==> config.mk <==
export PLATFORM = sky130hd
export DESIGN_NAME = rpn_stack_alu
export DESIGN_NICKNAME = d
export VERILOG_FILES = /design/src/rtl/rpn_stack_alu.sv
export SDC_FILE = /design/constraint.sdc
export NUM_CORES = 1
export LEC_CHECK = 0
export ABC_AREA = 1
export CORE_AREA = 2 2 142 144
export CTS_BUF_LIST = sky130_fd_sc_hd__clkbuf_8
export DETAILED_ROUTE_END_ITERATION = 6
export DIE_AREA = 0 0 144 146
export SLEW_MARGIN = 25
export SYNTH_ARGS = -nofsm -noshare
export SYNTH_HDL_FRONTEND = slang
export SYNTH_SLANG_ARGS = --single-unit
==> constraint.sdc <==
create_clock -name clk -period 2.4 [get_ports clk]
set_clock_uncertainty 0.15 [all_clocks]
set_input_delay 0.24 -clock clk [delete_from_list [all_inputs] [get_ports clk]]
set_output_delay 0.24 -clock clk [all_outputs]
set_load 0.01 [all_outputs]
==> src/rtl/rpn_stack_alu.sv <==
// RPN calculator core: DEPTH-entry N-bit operand stack with ALU opcodes and flags.
// Define RPN_UNDO_EN to build the one-level undo history (shadow stack, depth, flags).
module rpn_stack_alu #(
   parameter int N     = 16,
   parameter int DEPTH = 4
) (
   input  logic                       clk,
   input  logic                       reset,
   input  logic                       Enter_pulse,
   input  logic                       Undo_pulse,
   input  logic                       OpSel,
   input  logic [N-1:0]               DataIn,
   output logic [N-1:0]               Top,
   output logic [$clog2(DEPTH+1)-1:0] Depth,
   output logic [3:0]                 Flags,
   output logic                       Error
);

   localparam int DW = $clog2(DEPTH+1);
   localparam logic [DW-1:0] FULL = DW'(DEPTH);
   localparam logic [DW-1:0] TWO  = DW'(2);

   typedef enum logic [3:0] {
      OP_ADD  = 4'd0,
      OP_SUB  = 4'd1,
      OP_AND  = 4'd2,
      OP_OR   = 4'd3,
      OP_XOR  = 4'd4,
      OP_DUP  = 4'd5,
      OP_SWAP = 4'd6,
      OP_DROP = 4'd7
   } opcode_t;

   logic [DEPTH-1:0][N-1:0] r_stack;
   logic [DW-1:0]           r_depth;
   logic [3:0]              r_flags;
   logic                    r_error;

   logic [DEPTH-1:0][N-1:0] w_nextStack;
   logic [DW-1:0]           w_nextDepth;
   logic [3:0]              w_nextFlags;
   logic                    w_accept;
   logic                    w_restore;
   logic                    w_reject;
   logic                    w_undo;
   logic                    w_histOk;
   logic [DEPTH-1:0][N-1:0] w_shStack;
   logic [DW-1:0]           w_shDepth;
   logic [3:0]              w_shFlags;

   logic [N-1:0]            w_a;
   logic [N-1:0]            w_b;
   logic [N:0]              w_add;
   logic [N:0]              w_sub;
   logic [N-1:0]            w_result;
   logic                    w_carry;
   logic                    w_ovf;
   logic [DEPTH-1:0][N-1:0] w_popped;
   opcode_t                 w_op;

`ifdef RPN_UNDO_EN
   logic [DEPTH-1:0][N-1:0] r_shStack;
   logic [DW-1:0]           r_shDepth;
   logic [3:0]              r_shFlags;
   logic                    r_histValid;

   assign w_undo    = Undo_pulse;
   assign w_histOk  = r_histValid;
   assign w_shStack = r_shStack;
   assign w_shDepth = r_shDepth;
   assign w_shFlags = r_shFlags;

   // Snapshot the pre-command state on every accepted Enter; an Undo consumes it.
   always_ff @(posedge clk) begin
      if (reset) begin
         r_shStack   <= '0;
         r_shDepth   <= '0;
         r_shFlags   <= '0;
         r_histValid <= 1'b0;
      end else if (w_accept) begin
         r_shStack   <= r_stack;
         r_shDepth   <= r_depth;
         r_shFlags   <= r_flags;
         r_histValid <= 1'b1;
      end else if (w_restore) begin
         r_histValid <= 1'b0;
      end
   end
`else
   logic w_unusedUndo;

   assign w_unusedUndo = Undo_pulse;
   assign w_undo       = 1'b0;
   assign w_histOk     = 1'b0;
   assign w_shStack    = '0;
   assign w_shDepth    = '0;
   assign w_shFlags    = '0;
`endif

   assign w_a      = r_stack[1];
   assign w_b      = r_stack[0];
   assign w_add    = {1'b0, w_a} + {1'b0, w_b};
   assign w_sub    = {1'b0, w_a} + {1'b0, ~w_b} + (N+1)'(1);
   assign w_popped = {{N{1'b0}}, r_stack[DEPTH-1:1]};
   assign w_op     = opcode_t'(DataIn[3:0]);

   always_comb begin
      w_result = '0;
      w_carry  = 1'b0;
      w_ovf    = 1'b0;
      case (w_op)
         OP_ADD: begin
            w_result = w_add[N-1:0];
            w_carry  = w_add[N];
            w_ovf    = (w_a[N-1] == w_b[N-1]) && (w_add[N-1] != w_a[N-1]);
         end
         OP_SUB: begin
            w_result = w_sub[N-1:0];
            w_carry  = w_sub[N];
            w_ovf    = (w_a[N-1] != w_b[N-1]) && (w_sub[N-1] != w_a[N-1]);
         end
         OP_AND:  w_result = w_a & w_b;
         OP_OR:   w_result = w_a | w_b;
         OP_XOR:  w_result = w_a ^ w_b;
         default: w_result = '0;
      endcase
   end

   // Undo takes priority over Enter; rejected commands only raise Error.
   always_comb begin
      w_nextStack = r_stack;
      w_nextDepth = r_depth;
      w_nextFlags = r_flags;
      w_accept    = 1'b0;
      w_restore   = 1'b0;
      w_reject    = 1'b0;
      if (w_undo) begin
         if (w_histOk) begin
            w_restore   = 1'b1;
            w_nextStack = w_shStack;
            w_nextDepth = w_shDepth;
            w_nextFlags = w_shFlags;
         end else begin
            w_reject = 1'b1;
         end
      end else if (Enter_pulse) begin
         if (!OpSel) begin
            if (r_depth == FULL) begin
               w_reject = 1'b1;
            end else begin
               w_accept    = 1'b1;
               w_nextStack = {r_stack[DEPTH-2:0], DataIn};
               w_nextDepth = r_depth + DW'(1);
            end
         end else begin
            case (w_op)
               OP_ADD, OP_SUB, OP_AND, OP_OR, OP_XOR: begin
                  if (r_depth < TWO) begin
                     w_reject = 1'b1;
                  end else begin
                     w_accept       = 1'b1;
                     w_nextStack    = w_popped;
                     w_nextStack[0] = w_result;
                     w_nextDepth    = r_depth - DW'(1);
                     w_nextFlags    = {w_result[N-1], (w_result == '0), w_carry, w_ovf};
                  end
               end
               OP_DUP: begin
                  if (r_depth == FULL || r_depth == '0) begin
                     w_reject = 1'b1;
                  end else begin
                     w_accept    = 1'b1;
                     w_nextStack = {r_stack[DEPTH-2:0], r_stack[0]};
                     w_nextDepth = r_depth + DW'(1);
                  end
               end
               OP_SWAP: begin
                  if (r_depth < TWO) begin
                     w_reject = 1'b1;
                  end else begin
                     w_accept       = 1'b1;
                     w_nextStack[0] = r_stack[1];
                     w_nextStack[1] = r_stack[0];
                  end
               end
               OP_DROP: begin
                  if (r_depth == '0) begin
                     w_reject = 1'b1;
                  end else begin
                     w_accept    = 1'b1;
                     w_nextStack = w_popped;
                     w_nextDepth = r_depth - DW'(1);
                  end
               end
               default: w_reject = 1'b1;
            endcase
         end
      end
   end

   always_ff @(posedge clk) begin
      if (reset) begin
         r_stack <= '0;
         r_depth <= '0;
         r_flags <= '0;
         r_error <= 1'b0;
      end else begin
         r_error <= w_reject;
         if (w_accept || w_restore) begin
            r_stack <= w_nextStack;
            r_depth <= w_nextDepth;
            r_flags <= w_nextFlags;
         end
      end
   end

   assign Top   = (r_depth == '0) ? '0 : r_stack[0];
   assign Depth = r_depth;
   assign Flags = r_flags;
   assign Error = r_error;

endmodule

# Word-level counts from Yosys, hierarchy flattened

Index checks and enable logic that the tools add are counted.

Input port bits: 21
Register bits: 72

Reduce and logical (&&, ||, !) cells: 13
Order comparisons: 1
Mux-type cells: 31
Equality and inequality tests: 21
Add/subtract/negate cells: 5
Bitwise gates (word level): 6

Operators by type and width:

| cell                                                                    | number |
|---|---|
| 64-bit 2-to-1 mux                                                       | 5 |
| 32-bit one-hot mux with 4 select lines                                  | 1 |
| 32-bit one-hot mux with 3 select lines                                  | 1 |
| 16-bit one-hot mux with 5 select lines                                  | 1 |
| 16-bit by 16-bit adder with 17-bit output                               | 2 |
| 32-bit 2-to-1 mux                                                       | 1 |
| 17-bit by 1-bit adder with 17-bit output, second input constant         | 1 |
| 16-bit bitwise AND                                                      | 1 |
| 4-bit by 3-bit equality test with 1-bit output, second input constant   | 4 |
| 16-bit logical NOT                                                      | 1 |
| 16-bit 2-to-1 mux                                                       | 1 |
| 16-bit NOT                                                              | 1 |
| 16-bit bitwise OR                                                       | 1 |
| 8-bit AND reduction                                                     | 2 |
| 16-bit bitwise XOR                                                      | 1 |
| 3-bit 2-to-1 mux                                                        | 5 |
| 3-bit inequality test, second input constant                            | 4 |
| 1-bit 2-to-1 mux                                                        | 11 |
| 3-bit one-hot mux with 3 select lines                                   | 1 |
| 4-bit by 2-bit equality test with 1-bit output, second input constant   | 2 |
| 4-bit by 1-bit inequality test with 1-bit output, second input constant | 2 |
| 7-bit AND reduction                                                     | 1 |
| 1-bit one-hot mux with 3 select lines                                   | 2 |
| 6-bit OR reduction                                                      | 1 |
| other kinds (18)                                                        | 24 |

# Longest topological paths before layout

Gate-level depths: netlist of run 1.

Word-level depth: 7
Depth in mapped cells: 18

# Least setup slack after synthesis of run 1

OpenSTA, ideal clock, no wires.

Kind: reg2reg
From: register r_stack (netlist bit w_a[0])
To: register r_flags[2] (netlist: Flags[2])
Path slack: 0.085 ns
Data required time: 2.178 ns
Arrival: 2.093 ns
Setup time: 0.072 ns
Stages on the path, launching flop included: 17
Cell sequence: dfxtp_1 inv_1 ha_1 inv_1 fa_1 or2_2 nand3_1 nand2_1 nor2_1 nand3_1 nor2_1 nand3_1 nor2_1 nand2_1 nor2_1 nand3_1 a21oi_1

Word-level cells in the longest chain between the ends: 4
Elaborated cells on any way between the ends: 8
Those cells by class: 3 x add/sub; 1 x mux; 3 x bitwise; 1 x reduce/logical

RTL lines:

| item                                       | RTL line | RTL |
|---|---|---|
| start: declaration                         | 34       | `logic [DEPTH-1:0][N-1:0] r_stack;` |
| start signal: assignment                   | 210      | `r_stack <= w_nextStack;` |
| 16-bit by 16-bit adder with 17-bit output  | 103      | `assign w_sub = {1'b0, w_a} + {1'b0, ~w_b} + (N+1)'(1);` |
| 17-bit by 1-bit adder with 17-bit output   | 103      |  |
| 16-bit one-hot mux with 5 select lines (*) | 111      | `case (w_op)` |
| 16-bit logical NOT (*)                     | 165      | `w_nextFlags = {w_result[N-1], (w_result == '0), w_carry, w_ovf};` |
| end signal: assignment                     | 212      | `r_flags <= w_nextFlags;` |
| end: declaration                           | 36       | `logic [3:0] r_flags;` |

Mark *: on every way between the ends. The rest lies on a longest branch, timed or not.
A chain may end at the register's enable or synchronous reset.

# Worst setup path in the final report of run 1

From: register r_stack (netlist bit w_b[8])
To: register r_stack (netlist bit w_b[15])

Word-level cells in the longest chain between the ends: 7
Elaborated cells on any way between the ends: 8
Those cells by class: 3 x add/sub; 4 x mux; 1 x bitwise

RTL lines:

| item                                       | RTL line | RTL |
|---|---|---|
| 16-bit NOT                                 | 103      |  |
| 16-bit by 16-bit adder with 17-bit output  | 103      |  |
| 17-bit by 1-bit adder with 17-bit output   | 103      |  |
| 16-bit one-hot mux with 5 select lines (*) | 111      |  |
| 64-bit 2-to-1 mux (*)                      | 158      | `if (r_depth < TWO) begin` |
| 32-bit one-hot mux with 4 select lines (*) | 156      | `case (w_op)` |
| 64-bit 2-to-1 mux (*)                      | 147      | `if (!OpSel) begin` |

Mark *: on every way between the ends. The rest lies on a longest branch, timed or not. The select of a mux whose other input is x is not followed.

==> qor.yml, run 1 <==
route:
  firstDrtPassIters: 5
  routed_wl_um: 21650
  vias: 7093
  vias_per_cell: 4.842
  initialDrtViolationCount: 672
  drt.antenna.violating_nets: 0
  wl_per_cell_um: 14.78
  drc_errors: 0
worst_setup_path:
  worstRegToRegCells: 15
  critPathRequiredTime_ns: 2.49
  rrSetupSlack_ns: -0.02
  end_kind: "flip-flop"
  worstSetupPathType: "flip-flop to flip-flop"
  timing.rr.start: "w_b[8]$_SDFFE_PP0P_"
  r2r-end: "w_b[15]$_SDFFE_PP0P_"
  crit_fanout: 2
  cp-start-kind: "flip-flop"
  worstPathArrival_ns: 2.51
floorplanning:
  die_x_um: 144
  pin_count: 45
  rows: 51
  fp.dieH_um: 146
  die_area_sq_um: 21020
  core_area_sq_um: 19330
  initial_core_util_pct: 31.88
outcome:
  status: "finished with violations"
  violations: "negative setup slack"
power_and_ir_drop:
  power_frac_comb_pct: 48.6
  irDropWorstVdd_uv: 262.0
  pwr-share-seq_pct: 27.6
  p_int_mw: 3.140
  switchingPower_mw: 1.840
  clock_power_share_pct: 23.8
  total_power_mw: 4.980
  switching_share_pct: 36.95
  p_per_area_nw_per_um2: 540.7
  total_leakage_power_nw: 4.360
logic_synthesis:
  yosys_register_bits: 72
  syn_nets: 1055
  synth_area_per_cell_sq_um: 6.310
  post_synth_inst_count: 977
  async_flop_share_pct: 0
  yosysSeqAreaShare_pct: 23.38
  synth_edf_count: 0
  ys_types: 38
  ys_dominant_reg_cell: "dfxtp_1"
  netlist_area_sq_um: 6165
  yosysWarningCount: 0
clocking:
  numCtsBuffers: 9
  cts-root-buf: "clkbuf_8"
  clock_path_buffers: 2
  cts_tree: "yes"
  htreeDepth: 3
  clock-sinks: 72
  clk_latency_ns: 0.35
  clk_pin_slew_ns: 0.08
  hold_buffers: 0
placement:
  dpl.hpwl_um: 16640
  place.gp.congestion: 0.9850
  pre_cts_ws_ns: -0.2254
  dpl.cell_count: 1435
  dpl_cell_area_sq_um: 8288
  io_buffer_count: 43
hold_path:
  hold_depth: 5
  hold_end: "Depth[1]$_SDFFE_PP0P_"
  hold_path.startpoint: "reset"
  holdCritPathClass: "input port to flip-flop"
cells_and_area:
  final_nets: 1273
  design_area_sq_um: 9210
  fill_cells: 1930
  diodes: 0
  drive_above_1_share_pct: 32.58
  syn_to_final_growth_pct: 49.40
  post-route-util_pct: 47.63
  final_cells: 1465
global_route:
  grt_pass1_wl_um: 33730
  grt_usage_pct: 20.10
  grt_start_max_net_pins: 37
  grt_overflow: 0
  antenna_found_initial: 0
  grt_pass1_vias: 6503
timing:
  finalCritPeriodShare_pct: 100.8
  rsz0062_at_grt: "yes"
  max_freq_ghz: 0.4134
  worst_slack_ns: -0.01892
  worst_pin_slew_ns: 0.5291
  tns_ns: -0.01892
  fin_crit_ns: 2.419
  slew_headroom_pct: 64.73
  hold_slack_ns: 0.3100
  slew_viol_final: 0
  setup_viol: 1
  finalHoldViolations: 0
run:
  drv_cap: 0
## sequential cells by signal, summed over array words and instances (netlist names)
name     cells
r_stack     32
Depth        3
Flags        4
w_b         16
w_a         16
Error        1
## worst max-delay path by stage
| stage | from | to | slack (ns) | cells after the start |
|---|---|---|---|---|
| after global routing | w_a[0]$_SDFFE_PP0P_ | Flags[2]$_SDFFE_PP0P_ | -0.17 | 15 |
| after floorplan | w_a[0]$_SDFFE_PP0P_ | Flags[2]$_SDFFE_PP0P_ | 0.08 | 16 |
| after detailed placement | w_b[2]$_SDFFE_PP0P_ | w_b[15]$_SDFFE_PP0P_ | -0.23 | 16 |
| after CTS | w_b[3]$_SDFFE_PP0P_ | w_b[15]$_SDFFE_PP0P_ | -0.0009 | 16 |
| final | w_b[8]$_SDFFE_PP0P_ | w_b[15]$_SDFFE_PP0P_ | -0.02 | 15 |
| after global placement | w_a[11]$_SDFFE_PP0P_ | w_b[15]$_SDFFE_PP0P_ | -0.20 | 14 |
## cells in the final DEF, fill, tap and decap left out, drive strengths merged, types with 2 or more instances in the layout
cell             n
a211oi          50
a21oi           67
a221oi           4
a31oi           17
buf            209
bufinv           3
clkbuf          10
clkdlybuf4s50   26
clkinv           2
dfxtp           72
dlygate4sd2      9
dlymetal6s2s     7
fa               2
ha              55
inv            157
nand2          221
nand3           65
nand3b           3
nand4            5
nor2           109
nor3             9
o211ai          13
o21ai           61
o21bai           2
o22ai           13
xor2             2
## what timing repair did
action                     in CTS  in global routing
resized for setup              79                104
setup buffers                   1                 13
setup endpoints to repair      29                 37
pin swaps                      10                 31
## cell families after synthesis
group / Yosys count / synth area share (%)
compound gates: 231 / 23.83
xor+xnor: 3 / 0.4263
fa+ha+maj: 57 / 11.81
buf+inv: 200 / 12.81
flops: 72 / 23.38
simple gates: 414 / 27.75
## power by group through the flow
stage | Clock, mW | Combinational [mW] | Sequential, mW
after floorplan | 0 | 1.07 | 1.41
after global placement | 0 | 2.06 | 1.39
after detailed placement | 0 | 2.08 | 1.39
after CTS | 1.20 | 2.22 | 1.37
after global routing | 1.25 | 2.65 | 1.39
final | 1.18 | 2.42 | 1.38
## layer usage
| layer | part of all wire (%) | global-route usage, % | up-vias |
|---|---|---|---|
| met1 | 50 | 29.85 | 3248 |
| met3 | 3.6 | 1.645 | 32 |
| met4 | 2.4 | 6.275 | 0 |
| met2 | 44 | 30.64 | 172 |
| li1 | - | - | 3641 |
| met5 | 0 | 0 | - |
## area by class of cell
type	instances	area (sq um)	share of cell area, %
well taps	265	331.6	3.600
multi-input cells	705	4478	48.62
repair buffers	251	2101	22.81
inverters	156	590.6	6.412
flip-flops and latches	72	1464	15.89
clock inverters	6	107.6	1.168
clock buffers	10	137.6	1.494
## cell usage after synthesis (all sizes together), types with 2 or more instances
| library cell | instances | area share [%] |
|---|---|---|
| dfxtp | 72 | 23 |
| inv | 156 | 9.5 |
| o21ai | 61 | 5.0 |
| nor2 | 109 | 6.9 |
| xor2 | 2 | 0.28 |
| nor3 | 9 | 0.81 |
| fa | 2 | 0.65 |
| a211oi | 50 | 7.3 |
| clkbuf | 25 | 1.5 |
| a221oi | 4 | 0.57 |
| ha | 55 | 11 |
| a21oi | 67 | 5.6 |
| nand3b | 3 | 0.37 |
| buf | 19 | 1.8 |
| nand3 | 65 | 5.5 |
| nand2 | 221 | 13 |
| a31oi | 17 | 1.7 |
| o21bai | 2 | 0.24 |
| nand4 | 5 | 0.51 |
| o22ai | 13 | 1.3 |
| o211ai | 13 | 1.6 |
## worst max-delay path, cell delays in order, from the launching register on
cell and delay, ns:
dfxtp_1 0.33, inv_1 0.08, buf_4 0.15, ha_2 0.21, o21bai_1 0.19, nand2_1 0.09, nand2_1 0.09, a21oi_2 0.21
nand2_1 0.10, nand2_1 0.07, nand3_1 0.08, nor2_2 0.16, buf_4 0.15, o211ai_1 0.07, o21ai_1 0.10, a21oi_1 0.08
Note: power is estimated with default switching activity, not from simulation.
==> run 2, diff against run 1 <==
--- a/config.mk
+++ b/config.mk
@@ -8,6 +8,7 @@
 export ABC_AREA = 1
 export CORE_AREA = 2 2 142 144
 export CTS_BUF_LIST = sky130_fd_sc_hd__clkbuf_8
+export CTS_CLUSTER_DIAMETER = 50
 export DETAILED_ROUTE_END_ITERATION = 6
 export DIE_AREA = 0 0 144 146
 export SLEW_MARGIN = 25
==> results of run 2 <==
No change in the layout: final DEF, timing and power equal those of run 1.
==> run 3, diff against run 2 <==
--- a/config.mk
+++ b/config.mk
@@ -6,11 +6,13 @@
 export NUM_CORES = 1
 export LEC_CHECK = 0
 export ABC_AREA = 1
-export CORE_AREA = 2 2 142 144
+export CORE_AREA = 2 2 108 110
 export CTS_BUF_LIST = sky130_fd_sc_hd__clkbuf_8
 export CTS_CLUSTER_DIAMETER = 50
 export DETAILED_ROUTE_END_ITERATION = 6
-export DIE_AREA = 0 0 144 146
+export DIE_AREA = 0 0 110 112
+export HOLD_SLACK_MARGIN = 0.05
+export PLACE_DENSITY = 0.79
 export SLEW_MARGIN = 25
 export SYNTH_ARGS = -nofsm -noshare
 export SYNTH_HDL_FRONTEND = slang
==> run 3 against run 2 <==
The flow still finishes with violations (negative setup slack); cell area shrank 4.0%; via count grew 5.7%; power shrank 3.6%; worst setup slack lost 0.081 ns; register-to-register slack lost 0.08 ns; core utilization grew 31 points.
==> qor.yml, run 3 (synthesized netlist as in run 1, its figures left out) <==
clocking:
  clk_latency_ns: 0.35
  clock_path_buffers: 2
  htreeDepth: 3
  cts-root-buf: "clkbuf_8"
  clock-sinks: 72
  numCtsBuffers: 9
  clk_pin_slew_ns: 0.08
  hold_buffers: 0
  cts_tree: "yes"
placement:
  dpl.cell_count: 1283
  place.gp.congestion: 1.027
  dpl_cell_area_sq_um: 7890
  io_buffer_count: 43
  pre_cts_ws_ns: -0.1768
  dpl.hpwl_um: 15650
timing:
  setup_viol: 3
  slew_viol_final: 0
  finalCritPeriodShare_pct: 104.2
  worst_slack_ns: -0.09962
  fin_crit_ns: 2.500
  worst_pin_slew_ns: 0.4924
  rsz0062_at_grt: "yes"
  max_freq_ghz: 0.4001
  finalHoldViolations: 0
  slew_headroom_pct: 67.17
power_and_ir_drop:
  total_leakage_power_nw: 4.254
  p_per_area_nw_per_um2: 542.8
  irDropWorstVdd_uv: 550.9
floorplanning:
  core_area_sq_um: 11170
  initial_core_util_pct: 55.17
  fp.dieH_um: 112
  pin_count: 45
  die_area_sq_um: 12320
  die_x_um: 110
  rows: 39
cells_and_area:
  seq_area_sq_um: 1463
  largest_reg_flops: 32
  layout_commonest_cell: "nand2_1"
  mostFrequentLayoutCells: "204 x nand2_1, 167 x buf_4, 129 x inv_1"
  multi_input_area_sq_um: 4536
  syn_to_final_growth_pct: 43.39
  fill_cells: 820
  design_area_sq_um: 8840
  final_nets: 1241
  drive_above_1_share_pct: 30.99
  diodes: 0
  largest_register: "r_stack"
  final_cells: 1311
worst_setup_path:
  worstPathArrival_ns: 2.63
  critPathMaxStageDelay_ns: 0.38
  critPathRequiredTime_ns: 2.53
  cp.buffers_inverters: 1
  crit_fanout: 3
  crit_family: "simple AND/OR/NAND/NOR gates"
  crit_chain: "buf_4, ha_4, fa_2, nor2_1, nor2_1, nand2_1, nand3_1, nor2_2, nand3_1, nor2_1, nand3_1, nor2_2, nand2_1, nor2_1, nand3_1, a21oi_1"
  worstSetupPathType: "flip-flop to flip-flop"
  cp-start-kind: "flip-flop"
  critPathSlowestCell: "fa_2"
  end_kind: "flip-flop"
global_route:
  grt_start_max_net_pins: 37
  grt_pass1_wl_um: 32390
  grt_pass1_vias: 6418
  grt_overflow: 0
  grt_usage_pct: 33.59
  antenna_found_initial: 0
route:
  initialDrtViolationCount: 678
  firstDrtPassIters: 6
  drt.antenna.violating_nets: 0
  wl_per_cell_um: 16.80
  routed_wl_um: 22030
  drc_errors: 0
  vias: 7500
  vias_per_cell: 5.721
outcome:
  violations: "negative setup slack"
  status: "finished with violations"
hold_path:
  holdCritPathClass: "flip-flop to flip-flop"
run:
  drv_cap: 0
[run 3: power breakdown]
part / switching (mW) / internal [mW] / leakage (nW)
logic: 1.32 / 1.06 / 3.54
registers: 0.0803 / 1.31 / 0.597
clock network: 0.442 / 0.589 / 0.117
total: 1.85 / 2.95 / 4.25
[run 3: tightest hold or removal path: stages (launching register included)]
cell and delay, ns:
dfxtp_1 0.31, inv_1 0.06, a211oi_2 0.05
[run 3: routing by layer]
layer / GRT usage, % / share of wire, % / vias to the layer above
li1: - / - / 3585
met1: 50.07 / 43 / 3439
met2: 49.90 / 44 / 412
met3: 4.450 / 9.6 / 64
met4: 10.13 / 2.7 / 0
met5: 0 / 0 / -
[run 3: final cells by class]
class                   instances  area share [%]
clock buffers                  13           2.024
repair buffers                219           21.03
inverters                     156           6.624
flip-flops and latches         72           16.55
clock inverters                 3          0.4388
multi-input cells             705           51.31
well taps                     143           2.024
[run 3: path summary, 6_finish.rpt]
path,endpoint,cells after the start,slack [ns],from
worst min-delay path,r_stack[53]$_SDFFE_PP0P_,2,0.31,r_stack[53]$_SDFFE_PP0P_
worst max-delay path,Flags[2]$_SDFFE_PP0P_,16,-0.1,w_a[0]$_SDFFE_PP0P_
worst max register to register,Flags[2]$_SDFFE_PP0P_,16,-0.1,w_a[0]$_SDFFE_PP0P_
worst min register to register,r_stack[53]$_SDFFE_PP0P_,2,0.31,r_stack[53]$_SDFFE_PP0P_
[run 3: what timing repair did]
action / in CTS / in global routing
endpoints found under the setup margin: 29 / 45
pin swaps: 9 / 46
gates resized for setup: 42 / 145
buffers inserted: 3 / 9
[run 3: stage by stage]
stage,hold WS [ns],util [%],power [mW],setup TNS (ns)
floorplan,0.2151,-,2.482,0
CTS,0.3142,73.70,4.444,-0.09617
global placement,0.2989,70.61,3.311,-1.696
finish,0.3096,79.11,4.798,-0.1254
detailed placement,0.3028,70.61,3.355,-3.265
global route,0.3261,79.11,5.066,-0.9214
